==> src/rtl/mem_arbiter.sv <==
// -----------------------------------------------------------------------------
// mem_arbiter
// Two-port arbiter in front of a single memory port. The memory writes
// synchronously and reads combinationally. The CPU has fixed priority, and
// an anti-starvation counter forces one DMA win after STARVE_LIMIT
// consecutive lost arbitrations. Only one access is outstanding at a time.
// Each access holds the bus for WAIT_CYCLES+1 cycles.
//
// Optional feature (macro MEMARB_LOCK_EN): adds the cpu_lock input. The CPU
// can then keep the bus across a read-modify-write sequence.
//
// Ports:
//   clk, reset                 clock (rising edge), async active-low reset
//   cpu_req/we/addr/wdata      CPU request side
//   cpu_rdata, cpu_ack         CPU read data and one-cycle completion pulse
//   dma_req/we/addr/wdata      DMA request side
//   dma_rdata, dma_ack         DMA read data and one-cycle completion pulse
//   mem_en/we/addr/wdata       memory port drive
//   mem_rdata                  combinational memory read data
//   owner                      0 = CPU, 1 = DMA (last/current grant)
//   busy                       high while in ACCESS
//   cpu_lock                   (MEMARB_LOCK_EN only) hold bus for the CPU
//   state_dbg                  FSM state (0 = IDLE, 1 = ACCESS)
//   starve_cnt                 current DMA starvation count
//
// Handshake: a requester raises req with stable we/addr/wdata and keeps them
// stable until its ack. Ack is a single-cycle pulse, and rdata is valid in
// that cycle. If req is still high in the ack cycle, a new request starts.
// -----------------------------------------------------------------------------
module mem_arbiter #(
  parameter int AW           = 16,
  parameter int DW           = 8,
  parameter int WAIT_CYCLES  = 1,
  parameter int STARVE_LIMIT = 3
) (
  input  logic          clk,
  input  logic          reset,
  input  logic          cpu_req,
  input  logic          cpu_we,
  input  logic [AW-1:0] cpu_addr,
  input  logic [DW-1:0] cpu_wdata,
  output logic [DW-1:0] cpu_rdata,
  output logic          cpu_ack,
  input  logic          dma_req,
  input  logic          dma_we,
  input  logic [AW-1:0] dma_addr,
  input  logic [DW-1:0] dma_wdata,
  output logic [DW-1:0] dma_rdata,
  output logic          dma_ack,
`ifdef MEMARB_LOCK_EN
  input  logic          cpu_lock,
`endif
  output logic          mem_en,
  output logic          mem_we,
  output logic [AW-1:0] mem_addr,
  output logic [DW-1:0] mem_wdata,
  input  logic [DW-1:0] mem_rdata,
  output logic          owner,
  output logic          busy,
  output logic          state_dbg,
  output logic [3:0]    starve_cnt
);

  typedef enum logic {
    ST_IDLE   = 1'b0,
    ST_ACCESS = 1'b1
  } state_e;

  state_e        state_q, state_d;
  logic          owner_q, owner_d;
  logic          we_q, we_d;
  logic [AW-1:0] addr_q, addr_d;
  logic [DW-1:0] wdata_q, wdata_d;
  logic [DW-1:0] cpu_rdata_q, cpu_rdata_d;
  logic [DW-1:0] dma_rdata_q, dma_rdata_d;
  logic          cpu_ack_q, cpu_ack_d;
  logic          dma_ack_q, dma_ack_d;
  logic [3:0]    starve_q, starve_d;
  logic [3:0]    wait_q, wait_d;
  logic          lock_active;
  logic          start;
  logic          pick_dma;

`ifdef MEMARB_LOCK_EN
  logic lock_q, lock_d;
  // The lock only holds while cpu_lock is still high. The first IDLE cycle
  // with cpu_lock low releases it.
  assign lock_active = lock_q & cpu_lock;
`else
  assign lock_active = 1'b0;
`endif

  always_ff @(posedge clk or negedge reset) begin
    if (!reset) begin
      state_q     <= ST_IDLE;
      owner_q     <= 1'b0;
      we_q        <= 1'b0;
      addr_q      <= '0;
      wdata_q     <= '0;
      cpu_rdata_q <= '0;
      dma_rdata_q <= '0;
      cpu_ack_q   <= 1'b0;
      dma_ack_q   <= 1'b0;
      starve_q    <= '0;
      wait_q      <= '0;
`ifdef MEMARB_LOCK_EN
      lock_q      <= 1'b0;
`endif
    end else begin
      state_q     <= state_d;
      owner_q     <= owner_d;
      we_q        <= we_d;
      addr_q      <= addr_d;
      wdata_q     <= wdata_d;
      cpu_rdata_q <= cpu_rdata_d;
      dma_rdata_q <= dma_rdata_d;
      cpu_ack_q   <= cpu_ack_d;
      dma_ack_q   <= dma_ack_d;
      starve_q    <= starve_d;
      wait_q      <= wait_d;
`ifdef MEMARB_LOCK_EN
      lock_q      <= lock_d;
`endif
    end
  end

  always_comb begin
    state_d     = state_q;
    owner_d     = owner_q;
    we_d        = we_q;
    addr_d      = addr_q;
    wdata_d     = wdata_q;
    cpu_rdata_d = cpu_rdata_q;
    dma_rdata_d = dma_rdata_q;
    cpu_ack_d   = 1'b0;
    dma_ack_d   = 1'b0;
    starve_d    = starve_q;
    wait_d      = wait_q;
    start       = 1'b0;
    pick_dma    = 1'b0;
`ifdef MEMARB_LOCK_EN
    lock_d      = lock_q;
`endif

    case (state_q)
      ST_IDLE: begin
`ifdef MEMARB_LOCK_EN
        if (!cpu_lock) lock_d = 1'b0;
`endif
        if (lock_active) begin
          // While locked, only the CPU can win, and DMA's loss is not
          // counted as starvation.
          start = cpu_req;
        end else if (cpu_req && dma_req) begin
          start = 1'b1;
          if (starve_q >= 4'(STARVE_LIMIT)) begin
            pick_dma = 1'b1;
            starve_d = '0;
          end else if (starve_q != 4'hF) begin
            starve_d = starve_q + 4'd1;
          end
        end else if (cpu_req) begin
          start = 1'b1;
        end else if (dma_req) begin
          start    = 1'b1;
          pick_dma = 1'b1;
          starve_d = '0;
        end

        if (start) begin
          state_d = ST_ACCESS;
          owner_d = pick_dma;
          wait_d  = 4'(WAIT_CYCLES);
          we_d    = pick_dma ? dma_we    : cpu_we;
          addr_d  = pick_dma ? dma_addr  : cpu_addr;
          wdata_d = pick_dma ? dma_wdata : cpu_wdata;
        end
      end

      ST_ACCESS: begin
        if (wait_q != '0) begin
          wait_d = wait_q - 4'd1;
        end else begin
          // Last access cycle. Capture read data for the owner (also on
          // writes) and pulse its ack.
          state_d = ST_IDLE;
          if (owner_q) begin
            dma_rdata_d = mem_rdata;
            dma_ack_d   = 1'b1;
          end else begin
            cpu_rdata_d = mem_rdata;
            cpu_ack_d   = 1'b1;
`ifdef MEMARB_LOCK_EN
            lock_d      = cpu_lock;
`endif
          end
        end
      end

      default: state_d = ST_IDLE;
    endcase
  end

  assign mem_en     = (state_q == ST_ACCESS);
  assign busy       = (state_q == ST_ACCESS);
  assign mem_we     = (state_q == ST_ACCESS) & we_q;
  assign mem_addr   = addr_q;
  assign mem_wdata  = wdata_q;
  assign cpu_rdata  = cpu_rdata_q;
  assign dma_rdata  = dma_rdata_q;
  assign cpu_ack    = cpu_ack_q;
  assign dma_ack    = dma_ack_q;
  assign owner      = owner_q;
  assign state_dbg  = state_q;
  assign starve_cnt = starve_q;

endmodule

==> config.mk <==
export PLATFORM = sky130hd
export DESIGN_NAME = mem_arbiter
export DESIGN_NICKNAME = d
export VERILOG_FILES = /design/src/rtl/mem_arbiter.sv
export SDC_FILE = /design/constraint.sdc
export NUM_CORES = 1
export LEC_CHECK = 0
export BUFFER_PORTS_ARGS = -buffer_cell sky130_fd_sc_hd__buf_2
export CAP_MARGIN = 40
export CORE_ASPECT_RATIO = 1.4
export CORE_MARGIN = 8
export CORE_UTILIZATION = 30
export DETAILED_ROUTE_END_ITERATION = 16
export SLEW_MARGIN = 40
export SYNTH_ARGS = -nofsm -noshare
export SYNTH_HDL_FRONTEND = slang
export SYNTH_SLANG_ARGS = --single-unit
export TNS_END_PERCENT = 50
==> constraint.sdc <==
create_clock -name clk -period 2.4 [get_ports clk]
set_clock_uncertainty 0.05 [all_clocks]
set_input_delay 0.12 -clock clk [delete_from_list [all_inputs] [get_ports clk]]
set_output_delay 0.12 -clock clk [all_outputs]
set_load 0.1 [all_outputs]
==> run_summary.xml <==
<?xml version="1.0" encoding="UTF-8"?>
<metrics>
  <group name="worst_setup_path">
    <metric name="timing.critical_path.cells" unit="">inv_1 &gt; ha_1 &gt; or3b_2 &gt; nor3b_1 &gt; buf_4 &gt; mux2_2</metric>
    <metric name="worstPathRequired" unit="ns">2.53</metric>
    <metric name="timing_worst_setup_path_type" unit="">flip-flop to flip-flop</metric>
    <metric name="worstPathMaxFanout" unit="">9</metric>
    <metric name="worst_setup_path_end_kind" unit="">flip-flop</metric>
    <metric name="crit_path_start_kind" unit="">flip-flop</metric>
    <metric name="crit_family" unit="">simple AND/OR/NAND/NOR gates</metric>
    <metric name="critical_path.max_stage_delay" unit="ns">0.51</metric>
    <metric name="r2r_cells" unit="">6</metric>
    <metric name="crit_slowest_cell" unit="">or3b_2</metric>
    <metric name="timing.critical_path.buf_inv" unit="">2</metric>
    <metric name="reg2reg_to" unit="">cpu_rdata[2]</metric>
    <metric name="worst-r2r-setup-slack" unit="ns">0.33</metric>
    <metric name="worstReg2RegStart" unit="">wait_q[0]</metric>
    <metric name="worst_ep_arrival_time" unit="ns">2.20</metric>
    <metric name="crit_path_start" unit="">wait_q[0]</metric>
    <metric name="cp_num_cells" unit="">6</metric>
    <metric name="endpoint" unit="">cpu_rdata[2]</metric>
  </group>
  <group name="cts">
    <metric name="worst_setup_hold_path_clk_slew" unit="ns">0.07</metric>
    <metric name="cts_tree" unit="">built</metric>
    <metric name="cts.path.max_buffers" unit="">2</metric>
    <metric name="cts.sinks" unit="">53</metric>
    <metric name="cts-resized-gates" unit="">0</metric>
    <metric name="cts_inserted_buffers" unit="">5</metric>
    <metric name="cts_setup_buffers" unit="">0</metric>
    <metric name="cts_root_buf" unit="">clkbuf_16</metric>
    <metric name="h_tree_lvls" unit="">2</metric>
    <metric name="clock_latency" unit="ns">0.29</metric>
  </group>
  <group name="yosys">
    <metric name="synth-seq-cells" unit="">53</metric>
    <metric name="postSynthAreaPerCell" unit="um2">11.1</metric>
    <metric name="fraction_of_the_mapped_netlist_area_in_compound_gates" unit="">0.138</metric>
    <metric name="ys_types" unit="">30</metric>
    <metric name="synth.cell_area" unit="mm2">0.00251</metric>
    <metric name="synth_seq_area_share" unit="">0.529</metric>
    <metric name="post_synth_and_or_nand_nor_area_fraction" unit="">0.181</metric>
    <metric name="xor_xnor_cell_area_share_of_the_yosys_netlist" unit="">0</metric>
    <metric name="syn-num-nets" unit="">291</metric>
    <metric name="portion_of_netlist_area_occupied_by_mux_cells" unit="">0.0843</metric>
    <metric name="syn_inst" unit="">227</metric>
    <metric name="ys_warn_count" unit="">0</metric>
    <metric name="synth_fa_ha_area_frac" unit="">0.00998</metric>
    <metric name="combinational_family_with_the_most_area_after_synthesis" unit="">simple AND/OR/NAND/NOR gates</metric>
  </group>
  <group name="layout">
    <metric name="commonest_non_fill_non_tap_cells_in_the_layout" unit="">buf_2, nand2_1, dfrtp_1, nand4_1, o211ai_2</metric>
    <metric name="antennaDiodeCount" unit="">0</metric>
    <metric name="n_fill_cell" unit="">790</metric>
    <metric name="finish.instance_area" unit="mm2">0.00331</metric>
    <metric name="syn2layout_area_growth" unit="%">31.9</metric>
    <metric name="drive_above_1_share" unit="">0.505</metric>
    <metric name="design.final.nets" unit="">394</metric>
    <metric name="final_common_cell" unit="">buf_2</metric>
  </group>
  <group name="floorplan">
    <metric name="number_of_i_o_pins" unit="">113</metric>
    <metric name="horizontal_extent_of_the_die" unit="um">93.3</metric>
    <metric name="start_util" unit="">0.308</metric>
    <metric name="core_ar" unit="mm2">0.00815</metric>
    <metric name="floorplan.die_area" unit="mm2">0.0116</metric>
    <metric name="die_height" unit="um">124</metric>
    <metric name="core.rowCount" unit="">39</metric>
  </group>
  <group name="global_routing">
    <metric name="antenna_found_initial" unit="">0</metric>
    <metric name="grt_pass1_wl" unit="um">11500</metric>
    <metric name="gr-usage-all-layers" unit="">0.124</metric>
    <metric name="pin_count_of_the_biggest_net_entering_global_routing" unit="">41</metric>
    <metric name="grt_remaining_overflow" unit="">0</metric>
    <metric name="grt_pass1_vias" unit="">2304</metric>
  </group>
  <group name="placed_design">
    <metric name="dp_hpwl" unit="um">5240</metric>
    <metric name="dpl_worst_slack" unit="ns">0.340</metric>
    <metric name="placedInstanceArea" unit="mm2">0.00313</metric>
    <metric name="io_buffer_count" unit="">112</metric>
    <metric name="globalplace.congestion" unit="">0.779</metric>
  </group>
  <group name="timing">
    <metric name="setup_tns" unit="ns">0</metric>
    <metric name="worst-slew-pin-transition" unit="ns">0.731</metric>
    <metric name="finalWorstSetupSlack" unit="ns">0.331</metric>
    <metric name="timing_hold_violations_final" unit="">0</metric>
    <metric name="rsz_0062_raised_after_global_routing" unit="">false</metric>
    <metric name="relative_max_transition_margin" unit="">0.511</metric>
    <metric name="final-setup-viol-count" unit="">0</metric>
    <metric name="drv_slew" unit="">0</metric>
    <metric name="fmax" unit="MHz">483</metric>
    <metric name="min_clock_period_post_route" unit="ns">2.07</metric>
    <metric name="min_period_over_period" unit="">0.862</metric>
  </group>
  <group name="route">
    <metric name="drt_first_pass_iters" unit="">4</metric>
    <metric name="detailedRoute.firstIterationViolations" unit="">71</metric>
    <metric name="routed_wire_length_per_instance" unit="um">16.1</metric>
    <metric name="detail_route.vias_per_cell" unit="">4.87</metric>
    <metric name="wl" unit="um">6990</metric>
    <metric name="drt_drc_violations_left" unit="">0</metric>
    <metric name="antenna_violating_nets_post_route" unit="">0</metric>
    <metric name="routed-via-count" unit="">2107</metric>
  </group>
  <group name="hold_path">
    <metric name="worst_hold_path.num_cells" unit="">2</metric>
    <metric name="worstHoldPathType" unit="">input pin to flip-flop</metric>
  </group>
  <group name="flow_run">
    <metric name="drv.max_cap_violation_count" unit="">0</metric>
  </group>
  <group name="run_status">
    <metric name="run_status" unit="">complete, no violations</metric>
  </group>
</metrics>
[synthesized netlist by cell type]
cell / count / share of area
nand4_1: 26 / 0.065
buf_1: 3 / 0.0045
inv_1: 4 / 0.0060
o21ba_2: 1 / 0.0040
nor2_1: 1 / 0.0015
a21o_1: 1 / 0.0030
nor3b_1: 1 / 0.0030
buf_4: 3 / 0.0090
a31oi_1: 1 / 0.0025
nand3_1: 2 / 0.0040
buf_8: 2 / 0.012
o211ai_2: 20 / 0.10
a211oi_1: 1 / 0.0030
and2_1: 3 / 0.0075
o21bai_1: 1 / 0.0030
buf_6: 2 / 0.0090
nand2b_1: 1 / 0.0025
nand2_1: 55 / 0.082
nor3_1: 2 / 0.0040
o21ai_0: 1 / 0.0020
and2_4: 1 / 0.0035
mux2_2: 17 / 0.076
mux2i_1: 2 / 0.0080
clkbuf_1: 12 / 0.018
or3b_2: 1 / 0.0035
dfrtp_1: 53 / 0.53
o31ai_1: 1 / 0.0030
ha_1: 2 / 0.010
o211ai_1: 6 / 0.018
or4b_1: 1 / 0.0040
[metrics by stage]
step | hold slack (ns) | util | instances
CTS | 0.0151 | 0.406 | 433
floorplan | -0.226 | - | 227
global route | 0.0141 | 0.406 | 433
global placement | 0.184 | 0.383 | 424
finish | 0.0210 | 0.406 | 433
detailed placement | 0.188 | 0.384 | 424
[worst register-to-register path, delay by kind of cell, from the launching register on]
kind	cells	cell delay, ns
flip-flops	1	0.41
adder cells (fa/ha/maj)	1	0.17
buffers and inverters	2	0.28
AND/OR/NAND/NOR	2	0.71
multiplexers	1	0.35
[registers in the layout (all words and copies together), names as in the netlist]
name,count
starve_cnt,4
dma_ack,1
cpu_rdata,8
owner,1
mem_addr,16
we_q,1
mem_wdata,8
cpu_ack,1
wait_q,4
dma_rdata,8
busy,1
[cell families (layout without fill, tap and decap cells)]
kind of cell | count (synthesis) | after routing
compound gates | 33 | 33
buf+inv | 26 | 130
mux | 19 | 19
fa+ha+maj | 2 | 2
flops | 53 | 53
simple gates | 94 | 94
[worst min-delay path by stage]
stage	from	endpoint	slack (ns)
after floorplan	reset	busy	-0.23
after global placement	reset	dma_rdata[4]	0.18
after detailed placement	reset	dma_rdata[1]	0.19
after CTS	mem_rdata[6]	dma_rdata[6]	0.02
after global routing	mem_rdata[6]	dma_rdata[6]	0.01
final	mem_rdata[6]	dma_rdata[6]	0.02
[timing repair]
item                       4_1_cts  5_1_grt
setup endpoints to repair        0        0
hold endpoints to repair        33        0
hold buffers                     1        0
[routing by layer]
layer,part of all wire,vias up,track usage
met3,0.072,10,0.0356
met5,0,-,0
met2,0.53,72,0.220
met1,0.37,1012,0.130
li1,-,1013,-
met4,0.022,0,0.0562
[cell type report]
cell class	count	area (um2)	share of cell area
Tap cell	102	128	0.0386
Timing Repair Buffer	118	623	0.188
Clock inverter	2	38.8	0.0117
Clock buffer	6	129	0.0389
Sequential cell	53	1330	0.402
Inverter	4	15.0	0.00454
Multi-Input combinational cell	148	1050	0.316
Power is not shown: default switching activity piles up to over one toggle a cycle in this logic, so the estimate is an artifact.
